$ cat src/rtl/lane_controller.sv
// Lane controller: turns sustained joystick tilts into single lane moves and
// runs the IDLE/RUN/OVER game sequence. All outputs are registered.
module lane_controller #(
  parameter int LANES          = 3,
  parameter int START_LANE     = 1,
  parameter int HOLD_CYCLES    = 16,
  parameter int RELEASE_CYCLES = 8
) (
  input  logic       fast_hz,
  input  logic       rst_n,
  input  logic       btn_l,
  input  logic       btn_r,
  input  logic       start,
  input  logic       crash,
  output logic [1:0] lane,
  output logic [1:0] game_state,
  output logic       playing,
  output logic       move_pulse,
  output logic       bump_pulse
);

  localparam int MAX_CYC = (HOLD_CYCLES > RELEASE_CYCLES) ? HOLD_CYCLES : RELEASE_CYCLES;
  localparam int CW      = $clog2(MAX_CYC + 1);

  localparam logic [1:0]    START_IDX = 2'(START_LANE);
  localparam logic [1:0]    LAST_IDX  = 2'(LANES - 1);
  localparam logic [CW-1:0] HOLD_LAST = CW'(HOLD_CYCLES - 1);
  localparam logic [CW-1:0] REL_LAST  = CW'(RELEASE_CYCLES - 1);
  localparam logic [CW-1:0] CNT_ONE   = CW'(1);

  typedef enum logic [1:0] {
    G_IDLE = 2'd0,
    G_RUN  = 2'd1,
    G_OVER = 2'd2
  } game_t;

  typedef enum logic [1:0] {
    M_ARMED,
    M_HOLD_L,
    M_HOLD_R,
    M_WAIT
  } move_t;

  game_t         gstate, g_nxt;
  move_t         mstate, m_nxt;
  logic [CW-1:0] cnt, cnt_nxt;
  logic [1:0]    lane_nxt;
  logic          move_nxt, bump_nxt;
  logic          start_q;
  logic          tilt_l, tilt_r, neutral, start_rise;
  logic          fire_l, fire_r;

  assign tilt_l     = btn_l & ~btn_r;
  assign tilt_r     = btn_r & ~btn_l;
  assign neutral    = ~(tilt_l | tilt_r);
  assign start_rise = start & ~start_q;
  assign game_state = gstate;

  always_ff @(posedge fast_hz) begin
    if (!rst_n) begin
      gstate     <= G_IDLE;
      mstate     <= M_ARMED;
      cnt        <= '0;
      lane       <= START_IDX;
      start_q    <= 1'b0;
      playing    <= 1'b0;
      move_pulse <= 1'b0;
      bump_pulse <= 1'b0;
    end else begin
      gstate     <= g_nxt;
      mstate     <= m_nxt;
      cnt        <= cnt_nxt;
      lane       <= lane_nxt;
      start_q    <= start;
      playing    <= (g_nxt == G_RUN);
      move_pulse <= move_nxt;
      bump_pulse <= bump_nxt;
    end
  end

  always_comb begin
    g_nxt    = gstate;
    m_nxt    = mstate;
    cnt_nxt  = cnt;
    lane_nxt = lane;
    move_nxt = 1'b0;
    bump_nxt = 1'b0;
    fire_l   = 1'b0;
    fire_r   = 1'b0;

    case (gstate)
      G_IDLE, G_OVER: begin
        if (gstate == G_IDLE) lane_nxt = START_IDX;
        // Starting parks the move FSM in WAIT so a tilt held across start is ignored.
        if (start_rise) begin
          g_nxt    = G_RUN;
          lane_nxt = START_IDX;
          m_nxt    = M_WAIT;
          cnt_nxt  = '0;
        end
      end
      G_RUN: begin
        if (crash) begin
          g_nxt   = G_OVER;
          m_nxt   = M_ARMED;
          cnt_nxt = '0;
        end else begin
          case (mstate)
            M_ARMED: begin
              if (tilt_l) begin
                if (HOLD_CYCLES == 1) fire_l = 1'b1;
                else begin m_nxt = M_HOLD_L; cnt_nxt = CNT_ONE; end
              end else if (tilt_r) begin
                if (HOLD_CYCLES == 1) fire_r = 1'b1;
                else begin m_nxt = M_HOLD_R; cnt_nxt = CNT_ONE; end
              end
            end
            M_HOLD_L: begin
              if (!tilt_l) begin m_nxt = M_ARMED; cnt_nxt = '0; end
              else if (cnt == HOLD_LAST) fire_l = 1'b1;
              else cnt_nxt = cnt + CNT_ONE;
            end
            M_HOLD_R: begin
              if (!tilt_r) begin m_nxt = M_ARMED; cnt_nxt = '0; end
              else if (cnt == HOLD_LAST) fire_r = 1'b1;
              else cnt_nxt = cnt + CNT_ONE;
            end
            default: begin
              if (!neutral) cnt_nxt = '0;
              else if (cnt == REL_LAST) begin m_nxt = M_ARMED; cnt_nxt = '0; end
              else cnt_nxt = cnt + CNT_ONE;
            end
          endcase

          // A qualified move at the edge lane becomes a bump instead of wrapping.
          if (fire_l || fire_r) begin
            m_nxt   = M_WAIT;
            cnt_nxt = '0;
            if (fire_l) begin
              if (lane == 2'd0) bump_nxt = 1'b1;
              else begin lane_nxt = lane - 2'd1; move_nxt = 1'b1; end
            end else begin
              if (lane == LAST_IDX) bump_nxt = 1'b1;
              else begin lane_nxt = lane + 2'd1; move_nxt = 1'b1; end
            end
          end
        end
      end
      default: begin
        g_nxt   = G_IDLE;
        m_nxt   = M_ARMED;
        cnt_nxt = '0;
      end
    endcase
  end

endmodule

$ cat config.mk
export PLATFORM = sky130hd
export DESIGN_NAME = lane_controller
export DESIGN_NICKNAME = d
export VERILOG_FILES = /design/src/rtl/lane_controller.sv
export SDC_FILE = /design/constraint.sdc
export NUM_CORES = 1
export LEC_CHECK = 0
export CAP_MARGIN = 30
export CORE_UTILIZATION = 56
export DETAILED_ROUTE_END_ITERATION = 6
export GPL_TIMING_DRIVEN = 0
export PLACE_DENSITY = 0.91
export SYNTH_ARGS = -nofsm -noshare
export SYNTH_HDL_FRONTEND = slang
export SYNTH_SLANG_ARGS = --single-unit
$ cat constraint.sdc
create_clock -name fast_hz -period 6.9 [get_ports fast_hz]
set_clock_uncertainty 0.05 [all_clocks]
set_input_delay 1.38 -clock fast_hz [delete_from_list [all_inputs] [get_ports fast_hz]]
set_output_delay 1.38 -clock fast_hz [all_outputs]
set_load 0.05 [all_outputs]
After elaboration in Yosys (flattened, before gate mapping)
Index checks and enable logic that the tools add are counted.
{"block": "word_totals", "in_bits": 6, "register_bits": 15}
{"block": "op_classes", "n_mux": 49, "bitwise_logic": 10, "n_eq_ne": 19, "reduce_logical": 10, "add_sub_neg": 3}
{"operator": "5-bit 2-to-1 mux", "count": 10}
{"operator": "2-bit 2-to-1 mux", "count": 18}
{"operator": "1-bit 2-to-1 mux", "count": 15}
{"operator": "5-bit case mux with 3 select lines", "count": 1}
{"operator": "7-bit by 4-bit inequality test with 1-bit output, second input constant", "count": 2}
{"operator": "2-bit case mux with 2 select lines", "count": 3}
{"operator": "6-bit AND reduction", "count": 2}
{"operator": "5-bit inequality test, second input constant", "count": 2}
{"operator": "5-bit case mux with 2 select lines", "count": 1}
{"operator": "3-bit inequality test, second input constant", "count": 3}
{"operator": "2-bit by 1-bit == test with 1-bit output, second input constant", "count": 3}
{"operator": "2-bit == test, second input constant", "count": 3}
{"operator": "2-bit logical NOT", "count": 3}
{"operator": "2-bit inequality test, second input constant", "count": 3}
{"operator": "6-bit inequality test, second input constant", "count": 1}
{"operator": "1-bit inverter", "count": 6}
{"operator": "2-bit case mux with 3 select lines", "count": 1}
{"operator": "5-bit by 1-bit adder with 5-bit output, second input constant", "count": 1}
{"operator": "5-bit by 3-bit == test with 1-bit output, second input constant", "count": 1}
{"operator": "5-bit by 4-bit == test with 1-bit output, second input constant", "count": 1}
{"operator": "4-bit OR reduction", "count": 1}
{"operator": "1-bit bitwise AND", "count": 3}
{"operator": "2-bit by 1-bit adder with 2-bit output, second input constant", "count": 1}
{"operator": "2-bit AND reduction", "count": 1}
{"operator": "5 further kinds", "count": 5}

Depth between registers and ports, before layout
Gate-level depths: netlist of the first run.
{"block": "depth", "depth_word": 10, "ltp_mapped": 8, "mapped_depth_nobuf": 8}

Worst setup path before layout of the first run
No wires, ideal clock.
{"block": "synth_timing", "path_kind": "input-to-reg", "from": "input btn_r", "to": "register mstate[1]", "n_path_buf": 1, "t_arrival_ps": 2719, "setup_slack_ps": 3998, "path_stages": 7, "path_cell_list": "inv_1 -> ha_1 -> and4b_1 -> buf_6 -> or4_4 -> a221oi_2 -> nor3_1"}
{"block": "synth_between", "elab_chain_cells": 10, "word_cells_on_any_way": 24, "classes_between": "eq/ne: 5; mux: 13; bitwise: 4; reduce/logical: 2"}
{"element": "start, declared", "line_no": "12", "source": "input logic btn_r,"}
{"element": "1-bit inverter", "line_no": "53", "source": "assign tilt_l = btn_l & ~btn_r;"}
{"element": "1-bit bitwise AND", "line_no": "53"}
{"element": "1-bit 2-to-1 mux", "line_no": "119", "source": "if (!tilt_l) begin m_nxt = M_ARMED; cnt_nxt = '0; end"}
{"element": "1-bit 2-to-1 mux", "line_no": "108", "source": "case (mstate)"}
{"element": "1-bit 2-to-1 mux", "line_no": "103", "source": "if (crash) begin"}
{"element": "1-bit 2-to-1 mux", "line_no": "91", "source": "case (gstate)"}
{"element": "1-bit logical OR", "line_no": "136", "source": "if (fire_l || fire_r) begin"}
{"element": "2-bit 2-to-1 mux", "line_no": "136"}
{"element": "2-bit 2-to-1 mux", "line_no": "103"}
{"element": "2-bit case mux with 2 select lines", "line_no": "91"}
{"element": "end signal, assigned", "line_no": "71", "source": "mstate <= m_nxt;"}
{"element": "end, declared", "line_no": "45", "source": "move_t mstate, m_nxt;"}
Several ways; a longest one is shown, not always the timed one. The select of a mux whose other input is x is not followed.
A chain may end at the register's enable or synchronous reset.

Final worst setup path of the first run
{"block": "layout_timing", "from": "input btn_r", "to": "register cnt[2]"}
{"block": "layout_between", "elab_chain_cells": 10, "word_cells_on_any_way": 23, "classes_between": "eq/ne: 1; mux: 16; bitwise: 4; reduce/logical: 2"}
{"element": "1-bit inverter", "line_no": "53"}
{"element": "1-bit bitwise AND", "line_no": "53"}
{"element": "1-bit 2-to-1 mux", "line_no": "119"}
{"element": "1-bit 2-to-1 mux", "line_no": "108"}
{"element": "1-bit 2-to-1 mux", "line_no": "103"}
{"element": "1-bit 2-to-1 mux", "line_no": "91"}
{"element": "1-bit logical OR", "line_no": "136"}
{"element": "5-bit 2-to-1 mux", "line_no": "136"}
{"element": "5-bit 2-to-1 mux", "line_no": "103"}
{"element": "5-bit case mux with 2 select lines", "line_no": "91"}
{"element": "end signal, assigned", "line_no": "72", "source": "cnt <= cnt_nxt;"}
{"element": "end, declared", "line_no": "46", "source": "logic [CW-1:0] cnt, cnt_nxt;"}
Several ways; a longest one is shown, not always the timed one. The select of a mux whose other input is x is not followed.

==> reports/metrics.cfg, run 1 <==
[grt]
grt_pass1_wl_um=4490
grt_max_degree=11
globalRouteOverflowTotal=0
first_global_vias=1071
antenna_found_initial=0
track_usage_pct=28.7

[place]
place_congestion=0.879
dp_hpwl_um=2030
port_buffers=11

[drt]
viasPerCell=6.72
firstDrtPassIters=4
drtIter0Drc=52
dr_total_vias=1176
ant_nets=0
route.detailed.drc=0
routed_wl_um=2750
wl_per_cell_um=15.7

[critical_path]
reg2reg_slack_ns=4.42
crit_end=cnt[2]$_SDFFE_PN0P_
cp_max_fo=8
r2r_end=mstate[1]$_SDFFE_PN0P_
path_cells=clkdlybuf4s50_1 -> inv_1 -> ha_1 -> nor4_1 -> a22oi_1 -> a31oi_1 -> a2111oi_2
critical-path-slowest-cell=nor4_1
r2r.worst_path.cells=8
cp.required_ns=7.00
critPathMaxStageDelay_ns=0.73
rr_startpoint=cnt[0]$_SDFFE_PN0P_
startpoint_type=input pin
startpoint=btn_r
cp_data_arrival_time_ns=3.55
path_class=input pin to register
cp-end-kind=register

[cells_and_area]
layout_common_cells=dfxtp_1 (15), clkdlybuf4s50_1 (11), nand2_1 (10)
syn2layout_area_growth_pct=15.2
num-fill-cells=141
multiInputGateArea_um2=733
drive_gt1_share_pct=8.00
ff_latch_area_um2=300
layout_commonest_cell=dfxtp_1
nets=163
diodes=0
fin_util_pct=71.4

[clock_tree]
post_cts_buffers=0
htree_levels=1
numCtsBuffers=3
cts-resized-gates=0
clockBufferDepth=2
cts_hold_buf=0
cts_sinks=15
insertion_delay_ns=0.28
cts_tree=done
cts_root_buf=clkbuf_4
clk_pin_slew_worst_paths_ns=0.09

[logic_synthesis]
avgSynthCellArea_um2=8.18
ys_ff_latch=15
synth_nets=147
syn_area_um2=1100
ys_seq_area_share_pct=27.2
synthCells=135
synth-edff-count=0
synthFlopType=dfxtp_1
async_reset_ff_share_pct=0
ys_types=50
ys_warn_count=0

[sta]
worst_pin_slew_ns=0.842
setup_viol=0
relSlewSlack_pct=43.3
post-route-period-util_pct=50.0
grt_setup_unrepaired=no
drv_slew=0
fin_setup_tns_ns=0
whs_ns=0.506
hold_viol_final=0
fmax_ghz=0.290
period_needed_ns=3.45

[die]
die_x_um=46.4
die_area_um2=2150
core_area_um2=1780
die_y_um=46.4
ios=13
std_cell_rows=15
start_util_pct=62.0

[run_status]
status=finished clean

[power]
ir_drop_mv=0.123
finalPower_mw=0.196
leakagePower_nw=0.460
power_density_nw_per_um2=154

[min_path]
hold_start=lane[0]$_SDFFE_PN1P_
hp-class=register to register

[run]
cap_viol_max_count=0

metrics by stage:
| stage | setup WS [ns] | area (um^2) | cells |
|---|---|---|---|
| after floorplan | 4.00 | 1100 | 135 |
| after global placement | 3.26 | 1250 | 171 |
| final | 3.45 | 1270 | 175 |
| after detailed placement | 3.23 | 1250 | 171 |
| after CTS | 3.52 | 1270 | 175 |
| after global routing | 3.29 | 1270 | 175 |
synthesized netlist by cell type (all sizes together) (2+ instances only):
master,number,area share (%)
and3,3,1.7
buf,4,2.6
and2,2,1.1
o21a,2,1.4
a2111o,2,2.0
or4,2,1.7
dfxtp,15,27
clkbuf,5,1.8
nand2b,3,1.7
inv,6,2.0
a31oi,4,2.3
a221oi,2,2.2
o21ai,3,1.4
o211ai,5,3.4
a211oi,2,1.8
nor2b,3,1.7
nand3,4,1.8
nor4bb,2,1.8
a21oi,6,2.7
nand2,10,3.4
xnor2,2,1.6
nor4,4,2.3
nand4,3,1.7
nand3b,2,1.4
nor2,8,2.7
ha,6,6.8
nor3,7,3.2
and4b,2,1.8
worst max-delay path, delay by kind of cell:
family                     cells  cell delay (ns)
and+or+nand+nor                1             0.73
AOI/OAI and AO/OA              3             0.66
buffers and inverters          2             0.53
adders and majority gates      1             0.26
kinds of logic (layout without fill, tap and decap cells):
family          count (synthesis)  count (layout)  synth area share, %
simple gates                   59              59                 31.3
compound gates                 38              38                 26.7
flops                          15              15                 27.2
buf+inv                        15              30                 6.45
fa+ha+maj                       6               6                 6.79
xor+xnor                        2               2                 1.59
report_power, final:
part           internal (mW)  total, mW  switching [mW]
clock network         0.0224     0.0509          0.0285
logic                 0.0200     0.0542          0.0342
registers             0.0896     0.0913         0.00165
state kept, by name, indices dropped and copies added, names as in the netlist:
signal,count
lane,2
playing,1
mstate,2
bump_pulse,1
game_state,2
cnt,5
move_pulse,1
start_q,1
worst min-delay path by stage:
stage | to | cells after the start
final | bump_pulse$_SDFF_PP0_ | 1
after global routing | cnt[1]$_SDFFE_PN0P_ | 2
after CTS | bump_pulse$_SDFF_PP0_ | 1
after detailed placement | bump_pulse$_SDFF_PP0_ | 1
after global placement | cnt[1]$_SDFFE_PN0P_ | 2
after floorplan | cnt[1]$_SDFFE_PN0P_ | 2
final cells by class:
type / instances / area share, %
buffer: 9 / 3.83
multi-input combinational: 105 / 57.6
timing repair buffer: 11 / 8.65
inverter: 6 / 1.77
tap: 25 / 2.46
clock buffer: 4 / 2.06
sequential: 15 / 23.6
layer usage:
layer	GRT usage [%]	vias up	part of all wire, %	routed length (um)
met5	0	-	0	0
met4	9.41	0	1.7	46
met3	5.88	12	6.0	165
met2	48.1	53	49	1360
met1	36.0	562	43	1180
li1	-	549	-	-
No activity file was read; power rests on OpenSTA's default activity.
==> run 2: changes to the inputs <==
- CORE_UTILIZATION: 56 -> 54
- PLACE_DENSITY: 0.91 -> 0.88
- clock period: 6.9 -> 3.3 ns (I/O delays scaled with it)
==> reports/metrics.cfg, run 2 (synthesis gave the netlist of run 1 again) <==
[sta]
fmax_ghz=0.355
fin_setup_tns_ns=0
whs_ns=0.484
post-route-period-util_pct=85.2
grt_setup_unrepaired=no
hold_viol_final=0
setup_viol=0
period_needed_ns=2.81
drv_slew=0
relSlewSlack_pct=40.9
worst_pin_slew_ns=0.878

[clock_tree]
cts_hold_buf=0
cts_tree=done
post_cts_buffers=0
cts-resized-gates=0
htree_levels=1
cts_root_buf=clkbuf_4
cts_sinks=15
insertion_delay_ns=0.29
clockBufferDepth=2
clk_pin_slew_worst_paths_ns=0.09
numCtsBuffers=3

[die]
die_area_um2=2230
core_area_um2=1820
die_x_um=47.2
start_util_pct=60.7
std_cell_rows=15
ios=13
die_y_um=47.2

[critical_path]
cp.required_ns=3.41
critical-path-slowest-cell=nor4_1
cp-end-kind=register
cp_max_fo=8
critPathMaxStageDelay_ns=0.76
startpoint_type=input pin
path_class=input pin to register
cp_data_arrival_time_ns=2.92
path_cells=clkdlybuf4s50_1 -> inv_1 -> ha_1 -> nor4_1 -> a22oi_1 -> a31oi_1 -> a2111oi_2

[place]
port_buffers=11
place_congestion=0.912
placed_area_um2=1250
dp_hpwl_um=1960

[drt]
wl_per_cell_um=15.2
routed_wl_um=2660
viasPerCell=6.45
drtIter0Drc=75
ant_nets=0
firstDrtPassIters=4
dr_total_vias=1128
route.detailed.drc=0

[min_path]
hp-class=register to register

[cells_and_area]
drive_gt1_share_pct=8.00
layout_commonest_cell=dfxtp_1
nets=163
regMostFlops=cnt
diodes=0
layout_common_cells=dfxtp_1 (15), clkdlybuf4s50_1 (11), nand2_1 (10)
largest_reg_flops=5
design_area_um2=1270
syn2layout_area_growth_pct=15.2
fin_util_pct=69.9

[power]
power_density_nw_per_um2=323
leakagePower_nw=0.460
ir_drop_mv=0.208

[grt]
antenna_found_initial=0
grt_pass1_wl_um=4340
first_global_vias=947
track_usage_pct=27.7
grt_max_degree=11
globalRouteOverflowTotal=0

[run]
cap_viol_max_count=0

[run_status]
status=finished clean

==> run 2: worst max-delay path: cells and delay by family <==
family,cells,cell delay (ns)
adder cells (fa/ha/maj),1,0.27
AO/OA/AOI/OAI,3,0.70
AND/OR/NAND/NOR,1,0.76
buffers and inverters,2,0.52
==> run 2: layout make-up <==
class	instances	area, um^2
tap	25	31.3
sequential	15	300
multi-input combinational	105	733
buffer	9	48.8
timing repair buffer	11	110
inverter	6	22.5
clock buffer	4	26.3
fill	160	548
==> run 2: through the flow <==
stage | worst slack (ns) | instances | power, mW
finish | 0.487 | 175 | 0.411
global route | 0.373 | 175 | 0.430
CTS | 0.573 | 175 | 0.410
detailed placement | 0.325 | 171 | 0.304
global placement | 0.373 | 171 | 0.302
floorplan | 1.03 | 135 | 0.275
==> run 2: where the power goes <==
part           switching (mW)  internal [mW]
logic                  0.0707         0.0418
clock network          0.0609         0.0470
registers             0.00347          0.187
total                   0.135          0.276
==> run 2: path summary, 6_finish.rpt <==
kind | startpoint | to | slack (ns) | depth (start not counted)
max | btn_r | cnt[2]$_SDFFE_PN0P_ | 0.49 | 7
min | cnt[1]$_SDFFE_PN0P_ | cnt[1]$_SDFFE_PN0P_ | 0.48 | 2
max reg2reg | cnt[0]$_SDFFE_PN0P_ | mstate[1]$_SDFFE_PN0P_ | 0.83 | 8
min reg2reg | cnt[1]$_SDFFE_PN0P_ | cnt[1]$_SDFFE_PN0P_ | 0.48 | 2
==> run 2: layer usage <==
| metal | part of all wire, % | vias to the layer above | track usage, % |
|---|---|---|---|
| met2 | 48 | 45 | 43.8 |
| met1 | 46 | 532 | 38.0 |
| met4 | 0.34 | 0 | 5.14 |
| met5 | 0 | - | 0 |
| met3 | 6.1 | 2 | 7.31 |
| li1 | - | 549 | - |
==> run 3: changes to the inputs <==
- SETUP_SLACK_MARGIN: not set -> 0.02
==> results of run 3 <==
Final layout, timing and power as in run 2 (identical DEF).
